File: src/rtl/hazard_ctrl_pkg.sv
// rtl/hazard_ctrl_pkg.sv - shared types and encodings for the hazard controller
package hazard_ctrl_pkg;

   localparam int REG_AW = 5;

   localparam logic [1:0] FWD_REGFILE = 2'd0;
   localparam logic [1:0] FWD_XM      = 2'd1;
   localparam logic [1:0] FWD_MW      = 2'd2;

   typedef struct packed {
      logic              valid;
      logic [REG_AW-1:0] dst;
      logic              is_load;
   } sb_entry_t;

   // Youngest producer wins: X beats M, anything older reads the regfile.
   function automatic logic [1:0] fwd_select(input logic hit_x, input logic hit_m);
      return hit_x ? FWD_XM : (hit_m ? FWD_MW : FWD_REGFILE);
   endfunction

endpackage

File: src/rtl/hazard_ctrl_if.sv
// rtl/hazard_ctrl_if.sv - decode/branch/memory inputs and pipeline control outputs
interface hazard_ctrl_if;
   import hazard_ctrl_pkg::*;

   logic              d_valid;
   logic [REG_AW-1:0] d_rs;
   logic              d_rs_used;
   logic [REG_AW-1:0] d_rt;
   logic              d_rt_used;
   logic              d_rwe;
   logic [REG_AW-1:0] d_dst;
   logic              d_is_load;
   logic              x_do_branch;
   logic              mem_busy;

   logic              stall_f;
   logic              bubble_dx;
   logic              flush_fd;
   logic              hold_all;
   logic [1:0]        fwd_a_sel;
   logic [1:0]        fwd_b_sel;
   logic              mem_timeout;
   logic [15:0]       stall_cycles;

   modport master (
      output d_valid, d_rs, d_rs_used, d_rt, d_rt_used, d_rwe, d_dst, d_is_load,
             x_do_branch, mem_busy,
      input  stall_f, bubble_dx, flush_fd, hold_all, fwd_a_sel, fwd_b_sel,
             mem_timeout, stall_cycles
   );

   modport slave (
      input  d_valid, d_rs, d_rs_used, d_rt, d_rt_used, d_rwe, d_dst, d_is_load,
             x_do_branch, mem_busy,
      output stall_f, bubble_dx, flush_fd, hold_all, fwd_a_sel, fwd_b_sel,
             mem_timeout, stall_cycles
   );

endinterface

File: src/rtl/hazard_ctrl_scoreboard.sv
// rtl/hazard_ctrl_scoreboard.sv - in-flight destination shift register and source match vectors
module hazard_scoreboard
   import hazard_ctrl_pkg::*;
#(
   parameter int NUM_STAGES = 3
) (
   input  logic                  clock,
   input  logic                  reset_n,
   input  logic                  hold_i,
   input  sb_entry_t             push_i,
   input  logic [REG_AW-1:0]     rs_i,
   input  logic                  rs_used_i,
   input  logic [REG_AW-1:0]     rt_i,
   input  logic                  rt_used_i,
   output logic [NUM_STAGES-1:0] match_a_o,
   output logic [NUM_STAGES-1:0] match_b_o,
   output logic [NUM_STAGES-1:0] load_o
);

   sb_entry_t [NUM_STAGES-1:0] entry_q;

   // Advance one stage per clock unless the whole pipeline is frozen.
   always_ff @(posedge clock or negedge reset_n) begin
      if (!reset_n) begin
         entry_q <= '0;
      end else if (!hold_i) begin
         entry_q <= {entry_q[NUM_STAGES-2:0], push_i};
      end
   end

   // Per-entry source comparison; register 0 is hardwired and never matches.
   always_comb begin
      match_a_o = '0;
      match_b_o = '0;
      load_o    = '0;
      for (int i = 0; i < NUM_STAGES; i++) begin
         match_a_o[i] = entry_q[i].valid && rs_used_i && (rs_i != '0) && (entry_q[i].dst == rs_i);
         match_b_o[i] = entry_q[i].valid && rt_used_i && (rt_i != '0) && (entry_q[i].dst == rt_i);
         load_o[i]    = entry_q[i].is_load;
      end
   end

endmodule

File: src/rtl/hazard_ctrl.sv
// rtl/hazard_ctrl.sv - pipeline hazard priority, forwarding select and stall counters
module hazard_ctrl
   import hazard_ctrl_pkg::*;
#(
   parameter int NUM_STAGES   = 3,
   parameter int FORWARD_EN   = 1,
   parameter int MAX_MEM_WAIT = 15
) (
   input logic          clock,
   input logic          reset_n,
   hazard_ctrl_if.slave bus
);

   localparam logic [NUM_STAGES-1:0] X_MASK   = NUM_STAGES'(1);
   localparam logic [NUM_STAGES-1:0] W_MASK   = X_MASK << (NUM_STAGES - 1);
   localparam logic [15:0]           MAX_WAIT = 16'(MAX_MEM_WAIT);

   logic [NUM_STAGES-1:0] match_a, match_b, entry_load;
   logic [NUM_STAGES-1:0] a_hit, b_hit, any_hit;
   logic                  raw_stall;
   sb_entry_t             push_entry;

   logic [15:0] busy_cnt_q, busy_cnt_d;
   logic        mem_timeout_q, mem_timeout_d;
   logic [15:0] stall_cycles_q, stall_cycles_d;

   hazard_scoreboard #(.NUM_STAGES(NUM_STAGES)) u_scoreboard (
      .clock     (clock),
      .reset_n   (reset_n),
      .hold_i    (bus.hold_all),
      .push_i    (push_entry),
      .rs_i      (bus.d_rs),
      .rs_used_i (bus.d_rs_used),
      .rt_i      (bus.d_rt),
      .rt_used_i (bus.d_rt_used),
      .match_a_o (match_a),
      .match_b_o (match_b),
      .load_o    (entry_load)
   );

   // Hazard detection: W never stalls; with bypass only a load sitting in X does.
   always_comb begin
      a_hit     = bus.d_valid ? match_a : '0;
      b_hit     = bus.d_valid ? match_b : '0;
      any_hit   = a_hit | b_hit;
      raw_stall = (FORWARD_EN != 0) ? |(any_hit & entry_load & X_MASK)
                                    : |(any_hit & ~W_MASK);
   end

   // Control priority: reset, then memory hold, then branch, then RAW hazard.
   always_comb begin
      bus.stall_f   = 1'b0;
      bus.bubble_dx = 1'b0;
      bus.flush_fd  = 1'b0;
      bus.hold_all  = 1'b0;
      if (!reset_n) begin
         bus.stall_f = 1'b0;
      end else if (bus.mem_busy) begin
         bus.hold_all = 1'b1;
         bus.stall_f  = 1'b1;
      end else if (bus.x_do_branch) begin
         bus.flush_fd  = 1'b1;
         bus.bubble_dx = 1'b1;
      end else if (raw_stall) begin
         bus.stall_f   = 1'b1;
         bus.bubble_dx = 1'b1;
      end
      bus.fwd_a_sel = (reset_n && FORWARD_EN != 0) ? fwd_select(a_hit[0], a_hit[1]) : FWD_REGFILE;
      bus.fwd_b_sel = (reset_n && FORWARD_EN != 0) ? fwd_select(b_hit[0], b_hit[1]) : FWD_REGFILE;
      push_entry.valid   = bus.d_valid && bus.d_rwe && (bus.d_dst != '0) && !bus.stall_f && !bus.flush_fd;
      push_entry.dst     = bus.d_dst;
      push_entry.is_load = bus.d_is_load;
   end

   // Next state of the busy run length, sticky timeout and saturating stall count.
   always_comb begin
      busy_cnt_d     = '0;
      mem_timeout_d  = mem_timeout_q;
      stall_cycles_d = stall_cycles_q;
      if (bus.mem_busy) begin
         busy_cnt_d = (busy_cnt_q >= MAX_WAIT) ? busy_cnt_q : busy_cnt_q + 16'd1;
         if (busy_cnt_d >= MAX_WAIT) begin
            mem_timeout_d = 1'b1;
         end
      end
      if (bus.stall_f && stall_cycles_q != 16'hFFFF) begin
         stall_cycles_d = stall_cycles_q + 16'd1;
      end
   end

   // Counter and flag registers.
   always_ff @(posedge clock or negedge reset_n) begin
      if (!reset_n) begin
         busy_cnt_q     <= '0;
         mem_timeout_q  <= 1'b0;
         stall_cycles_q <= '0;
      end else begin
         busy_cnt_q     <= busy_cnt_d;
         mem_timeout_q  <= mem_timeout_d;
         stall_cycles_q <= stall_cycles_d;
      end
   end

   assign bus.mem_timeout  = mem_timeout_q;
   assign bus.stall_cycles = stall_cycles_q;

endmodule
File: src/flat_wrapper.sv
// flat-port wrapper written by rule: the top's interface ports become plain ports
module hazard_ctrl_flat import hazard_ctrl_pkg::*;
#(
   parameter int NUM_STAGES   = 3,
   parameter int FORWARD_EN   = 1,
   parameter int MAX_MEM_WAIT = 15
)
  (clock, reset_n, bus_d_valid, bus_d_rs, bus_d_rs_used, bus_d_rt, bus_d_rt_used, bus_d_rwe, bus_d_dst, bus_d_is_load, bus_x_do_branch, bus_mem_busy, bus_stall_f, bus_bubble_dx, bus_flush_fd, bus_hold_all, bus_fwd_a_sel, bus_fwd_b_sel, bus_mem_timeout, bus_stall_cycles);
  hazard_ctrl_if bus_i ();
  input logic clock;
  input logic reset_n;
  input wire logic [$bits(bus_i.d_valid)-1:0] bus_d_valid;
  input wire logic [$bits(bus_i.d_rs)-1:0] bus_d_rs;
  input wire logic [$bits(bus_i.d_rs_used)-1:0] bus_d_rs_used;
  input wire logic [$bits(bus_i.d_rt)-1:0] bus_d_rt;
  input wire logic [$bits(bus_i.d_rt_used)-1:0] bus_d_rt_used;
  input wire logic [$bits(bus_i.d_rwe)-1:0] bus_d_rwe;
  input wire logic [$bits(bus_i.d_dst)-1:0] bus_d_dst;
  input wire logic [$bits(bus_i.d_is_load)-1:0] bus_d_is_load;
  input wire logic [$bits(bus_i.x_do_branch)-1:0] bus_x_do_branch;
  input wire logic [$bits(bus_i.mem_busy)-1:0] bus_mem_busy;
  output wire logic [$bits(bus_i.stall_f)-1:0] bus_stall_f;
  output wire logic [$bits(bus_i.bubble_dx)-1:0] bus_bubble_dx;
  output wire logic [$bits(bus_i.flush_fd)-1:0] bus_flush_fd;
  output wire logic [$bits(bus_i.hold_all)-1:0] bus_hold_all;
  output wire logic [$bits(bus_i.fwd_a_sel)-1:0] bus_fwd_a_sel;
  output wire logic [$bits(bus_i.fwd_b_sel)-1:0] bus_fwd_b_sel;
  output wire logic [$bits(bus_i.mem_timeout)-1:0] bus_mem_timeout;
  output wire logic [$bits(bus_i.stall_cycles)-1:0] bus_stall_cycles;
  assign bus_i.d_valid = bus_d_valid;
  assign bus_i.d_rs = bus_d_rs;
  assign bus_i.d_rs_used = bus_d_rs_used;
  assign bus_i.d_rt = bus_d_rt;
  assign bus_i.d_rt_used = bus_d_rt_used;
  assign bus_i.d_rwe = bus_d_rwe;
  assign bus_i.d_dst = bus_d_dst;
  assign bus_i.d_is_load = bus_d_is_load;
  assign bus_i.x_do_branch = bus_x_do_branch;
  assign bus_i.mem_busy = bus_mem_busy;
  assign bus_stall_f = bus_i.stall_f;
  assign bus_bubble_dx = bus_i.bubble_dx;
  assign bus_flush_fd = bus_i.flush_fd;
  assign bus_hold_all = bus_i.hold_all;
  assign bus_fwd_a_sel = bus_i.fwd_a_sel;
  assign bus_fwd_b_sel = bus_i.fwd_b_sel;
  assign bus_mem_timeout = bus_i.mem_timeout;
  assign bus_stall_cycles = bus_i.stall_cycles;
  hazard_ctrl #(.NUM_STAGES(NUM_STAGES), .FORWARD_EN(FORWARD_EN), .MAX_MEM_WAIT(MAX_MEM_WAIT)) u_core (.clock(clock), .reset_n(reset_n), .bus(bus_i));
endmodule
File: config.mk
export PLATFORM = sky130hd
export DESIGN_NAME = hazard_ctrl_flat
export DESIGN_NICKNAME = d
export VERILOG_FILES = /design/src/rtl/hazard_ctrl_pkg.sv /design/src/rtl/hazard_ctrl_if.sv /design/src/rtl/hazard_ctrl_scoreboard.sv /design/src/rtl/hazard_ctrl.sv /design/src/flat_wrapper.sv
export SDC_FILE = /design/constraint.sdc
export NUM_CORES = 1
export LEC_CHECK = 0
export CELL_PAD_IN_SITES_DETAIL_PLACEMENT = 1
export CELL_PAD_IN_SITES_GLOBAL_PLACEMENT = 2
export CORE_ASPECT_RATIO = 0.8
export CORE_MARGIN = 2
export CORE_UTILIZATION = 35
export DETAILED_ROUTE_END_ITERATION = 8
export GPL_TIMING_DRIVEN = 1
export PLACE_DENSITY = 0.84
export RECOVER_POWER = 25
export SLEW_MARGIN = 20
export SYNTH_ARGS = -nofsm -noshare
export SYNTH_HDL_FRONTEND = slang
export SYNTH_HIERARCHICAL = 1
export SYNTH_SLANG_ARGS = --single-unit
export TNS_END_PERCENT = 50
File: constraint.sdc
create_clock -name clock -period 3.7 [get_ports clock]
set_input_delay 1.11 -clock clock [delete_from_list [all_inputs] [get_ports clock]]
set_output_delay 1.11 -clock clock [all_outputs]
set_load 0.05 [all_outputs]
Word-level counts from Yosys, hierarchy flattened:

Index checks and enable logic that the tools add are counted.

* muxes and demuxes: 22
* reductions and logical operators: 23
* bitwise gates (word level): 2
* add/subtract/negate cells: 2
* order comparisons: 2
* equality and inequality tests: 5

Operators with widths (count)
* $add 16x1->16 const B: 2
* $ge 16x4->1 const B: 2
* $mux 16: 2
* $eq 5x5->1: 4
* $logic_and 1x1->1: 17
* $mux 2: 8
* $ne 16x16->1 const B: 1
* $reduce_bool 5->1: 3
* $mux 1: 12
* $logic_not 1->1: 2
* $reduce_and 2->1: 1
* $and 1x1->1: 1
* $or 1x1->1: 1

* word-level logic and storage cells: 64
* register bits after elaboration: 46
* input port bits: 24
* output and inout bits: 25

Depth between registers and ports, before layout:

* depth in word-level cells: 13
* depth in mapped cells: 8

Modules after synthesis:

The synthesis kept the hierarchy.

By module, submodules not included
* hazard_ctrl: cells an instance 146, seq. area each 825.8 um2, times used 1, area an instance 1655.3 um2
* hazard_scoreboard: cells an instance 99, seq. area each 525.5 um2, times used 1, area an instance 1179.9 um2

Worst setup path after synthesis:

No wires, ideal clock.

* kind: input to output
* from: input bus_d_rs[2]
* to: output bus_fwd_a_sel[1]
* data arrival time: 3042 ps
* path buffers: 0
* required time: 2590 ps
* stages on the path: 4
* slack: -452 ps
* cells stage by stage: or4_1 -> o21ai_2 -> nor3_1 -> nor3b_1

RTL lines
* from (decl): line flat_wrapper.sv:13 `input wire logic [$bits(bus_i.d_rs)-1:0] bus_d_rs;`
* $reduce_bool 5->1
* $logic_and 1x1->1: line hazard_ctrl_scoreboard.sv:37 `match_a_o[i] = entry_q[i].valid && rs_used_i && (rs_i != '0) && (entry_q[i].dst == rs_i);`
* $logic_and 1x1->1 *: line hazard_ctrl_scoreboard.sv:37
* net u_core.match_a[0]: line hazard_ctrl.sv:18 `logic [NUM_STAGES-1:0] match_a, match_b, entry_load;`
* $mux 2 *: line hazard_ctrl.sv:43 `a_hit = bus.d_valid ? match_a : '0;`
* $mux 2 *: line hazard_ctrl_pkg.sv:18 `return hit_x ? FWD_XM : (hit_m ? FWD_MW : FWD_REGFILE);`
* $mux 2 *: line hazard_ctrl.sv:68 `bus.fwd_a_sel = (reset_n && FORWARD_EN != 0) ? fwd_select(a_hit[0], a_hit[1]) : FWD_REGFILE;`
* to (decl): line flat_wrapper.sv:26 `output wire logic [$bits(bus_i.fwd_a_sel)-1:0] bus_fwd_a_sel;`

Mark *: on every way through the listed nets, which the timed path passes. The rest lies on a longest branch.

Final worst setup path:

* from: input bus_d_rt[0]
* to: output bus_stall_f

* word-level cells in the longest chain between the ends: 10

Ends and longest elaborated chain
* from (decl): line flat_wrapper.sv:15 `input wire logic [$bits(bus_i.d_rt)-1:0] bus_d_rt;`
* $reduce_bool 5->1
* $logic_and 1x1->1: line hazard_ctrl_scoreboard.sv:38 `match_b_o[i] = entry_q[i].valid && rt_used_i && (rt_i != '0) && (entry_q[i].dst == rt_i);`
* $logic_and 1x1->1 *: line hazard_ctrl_scoreboard.sv:38
* net u_core.match_b[0]: line hazard_ctrl.sv:18
* $mux 2 *: line hazard_ctrl.sv:44 `b_hit = bus.d_valid ? match_b : '0;`
* $or 1x1->1 *: line hazard_ctrl.sv:45 `any_hit = a_hit | b_hit;`
* $and 1x1->1 *: line hazard_ctrl.sv:46 `raw_stall = (FORWARD_EN != 0) ? |(any_hit & entry_load & X_MASK)`
* $mux 1 *: line hazard_ctrl.sv:64 `end else if (raw_stall) begin`
* $mux 1 *: line hazard_ctrl.sv:61 `end else if (bus.x_do_branch) begin`
* $mux 1 *: line hazard_ctrl.sv:58 `end else if (bus.mem_busy) begin`
* $mux 1 *: line hazard_ctrl.sv:56 `if (!reset_n) begin`
* to (decl): line flat_wrapper.sv:22 `output wire logic [$bits(bus_i.stall_f)-1:0] bus_stall_f;`

Marks and branches as above.

==> flow_summary.yaml <==
detailed_routing:
  routedWlPerCell_um: 16.2
  routed_wl_um: 6090
  drt_pass1_iterations: 4
  ant_nets: 0
  vias: 1939
  avgViaCountPerCell: 5.16
  drc: 0
  first_iter_violations: 56
sta:
  max_freq_ghz: 0.267
  finalHoldViolCount: 0
  finalSetupViolations: 2
  grt_setup_unrepaired: "true"
  slew_headroom_pct: 59.4
  tightest_slew_ps: 608
  setup_ws_ps: -42.4
  fin_hold_ws_ps: 495
  drv_slew: 0
  fin_crit_sh_pct: 101
  period_needed_ps: 3740
  fin_worst_skew_ps: 10.7
setup_path:
  crit_type: "input pin to primary output"
  cp_top_family: "compound AO/OA/AOI/OAI gates"
  r2r-start: "u_core/u_scoreboard/entry_q[4]"
  cp.buffers_inverters: 3
  rrSetupSlack_ps: 1200
  required_ps: 2590
  crit_path_top_delay_cell: "or4_4"
  reg2reg_depth: 9
  cpPeakStageDelay_ps: 530
  crit_chain: "buf_6, or4_4, o21ai_4, nor3_4, o2111ai_2, o21a_1, inv_2, buf_8"
  cp-end-kind: "primary output"
  cp_max_fo: 2
  crit_arrival_ps: 2630
  r2r_end: "u_core/bus.stall_cycles[13]"
  setup.worst_path.start_class: "input pin"
clocking:
  numCtsBuffers: 5
  htree_levels: 2
  root_buffer: "clkbuf_8"
  clockBufferDepth: 2
  cts_tree: "yes"
  insertion_delay_ps: 310
  cts.reportedPaths.clkPinSlew_ps: 90
  cts_sinks: 46
power:
  switching_power_uw: 504
  clkPwrFrac_pct: 23.5
  ir_drop_v: 0.000229
  p_int_uw: 858
  power.density_nw_per_um2: 404
  p_leak_uw: 0.00144
  combPwrFrac_pct: 29.8
  p_sw_share_pct: 37.0
  sequentialPowerShare_pct: 46.7
floorplanning:
  die_w_um: 96.8
  core_area_um2: 6790
  die_h_um: 78.3
  start_util_pct: 35.5
  die_area_um2: 7580
  io-pin-count: 49
  rows: 27
synth:
  synth_cells: 211
  synth_area_um2: 2410
  yosysWarnings: 6
  syn-num-nets: 237
  syn_avg_cell_area_um2: 11.4
hold_path:
  min_path_type: "register to register"
  hold_end: "u_core/bus.mem_timeout"
  hp-start: "u_core/bus.mem_timeout"
  holdPathStages: 2
cells_and_area:
  area_growth_pct: 39.6
  drive_gt1_share_pct: 30.8
  num_antenna_cells: 0
  nets: 314
  final_util_pct: 49.6
run_status:
  status: "finished with violations"
  violations: "negative setup slack"
placed_design:
  dp_hpwl_um: 4540
  place.gp.congestion: 0.818
  port_buffers: 48
grt:
  first_global_vias: 2045
  antenna_found_initial: 0
  grt_first_pass_wirelength_um: 10100
  overflow: 0
  grt_max_degree: 20
  grt_usage_pct: 16.6
flow_run:
  max_cap_viol_count: 0
through the flow:
stage | cell area, um^2 | worst slack (ps) | instances | power (uW) | setup TNS [ps]
after floorplan | 2420 | -423 | 211 | 867 | -449
after global placement | 3180 | -484 | 364 | 1030 | -1970
after detailed placement | 3180 | -510 | 364 | 1040 | -2100
after CTS | 3330 | -90.8 | 376 | 1370 | -140
after global routing | 3370 | -137 | 376 | 1420 | -291
final | 3370 | -42.4 | 376 | 1360 | -48.4
what timing repair did:
action	4_1_cts	5_1_grt
endpoints found under the setup margin	6	4
hold buffers	0	0
pin swaps	8	9
resized for setup	43	12
setup buffers	4	0
how the worst max path moves through the flow:
stage	start	to	cells past startpoint	slack, ps
6_report	bus_d_rt[0]	bus_stall_f	8	-40
5_1_grt	bus_d_rt[0]	bus_stall_f	8	-140
4_1_cts	bus_d_rs[4]	bus_stall_f	8	-90
3_5_place_dp	bus_d_rs[3]	bus_stall_f	8	-510
3_3_place_gp	bus_d_rs[2]	bus_stall_f	8	-480
2_1_floorplan	bus_d_rt[0]	bus_fwd_b_sel[1]	4	-420
flip-flops by register name (all words and copies together) (netlist names):
register,cells
u_core/u_scoreboard/entry_q,12
u_core/bus.mem_timeout,1
u_core/bus.stall_cycles,16
u_core/u_scoreboard/load_o,1
u_core/busy_cnt_q,16
layout make-up:
| cell class | count | area [um^2] |
|---|---|---|
| clock buffer | 5 | 68.8 |
| clock inverter | 3 | 21.3 |
| fill | 738 | 3420 |
| inverter | 5 | 18.8 |
| multi-input combinational | 155 | 1310 |
| sequential | 46 | 1150 |
| tap | 87 | 109 |
| timing repair buffer | 75 | 691 |
worst reg2reg max path, cell delays in order (launching register included):
cell	delay (ps)
dfrtp_1	440
xnor2_1	170
nand4_1	170
nor3_4	260
o2111ai_2	150
buf_4	190
buf_4	130
o31a_1	380
nor4_1	350
xor2_1	190
per-layer routing:
layer,vias to the layer above,GRT usage [%],share of wire (%)
li1,915,-,-
met1,960,22.3,49
met2,52,28.0,47
met3,12,3.38,3.6
met4,0,3.38,1.2
met5,-,0,0
power by group through the flow:
stage	Combinational, uW	Clock (uW)	Sequential [uW]
6_report	406	320	636
5_1_grt	429	349	646
4_1_cts	404	331	637
3_5_place_dp	398	0	644
3_3_place_gp	384	0	643
2_1_floorplan	133	0	734
layout by cell type (no fill, tap or decap), types with 3 or more instances in the layout:
master and n:
and2_1 12, buf_12 4, buf_2 4, buf_4 26
buf_6 5, clkbuf_1 3, clkbuf_8 5, clkdlybuf4s50_1 29
dfrtp_1 46, inv_1 4, mux2_2 13, nand2_1 13
nand3_1 10, nand4_1 9, nor2_1 4, nor3_1 7
nor4_2 3, or4_4 3, xnor2_1 26, xor2_1 9
(Power assumes the default switching activity.)
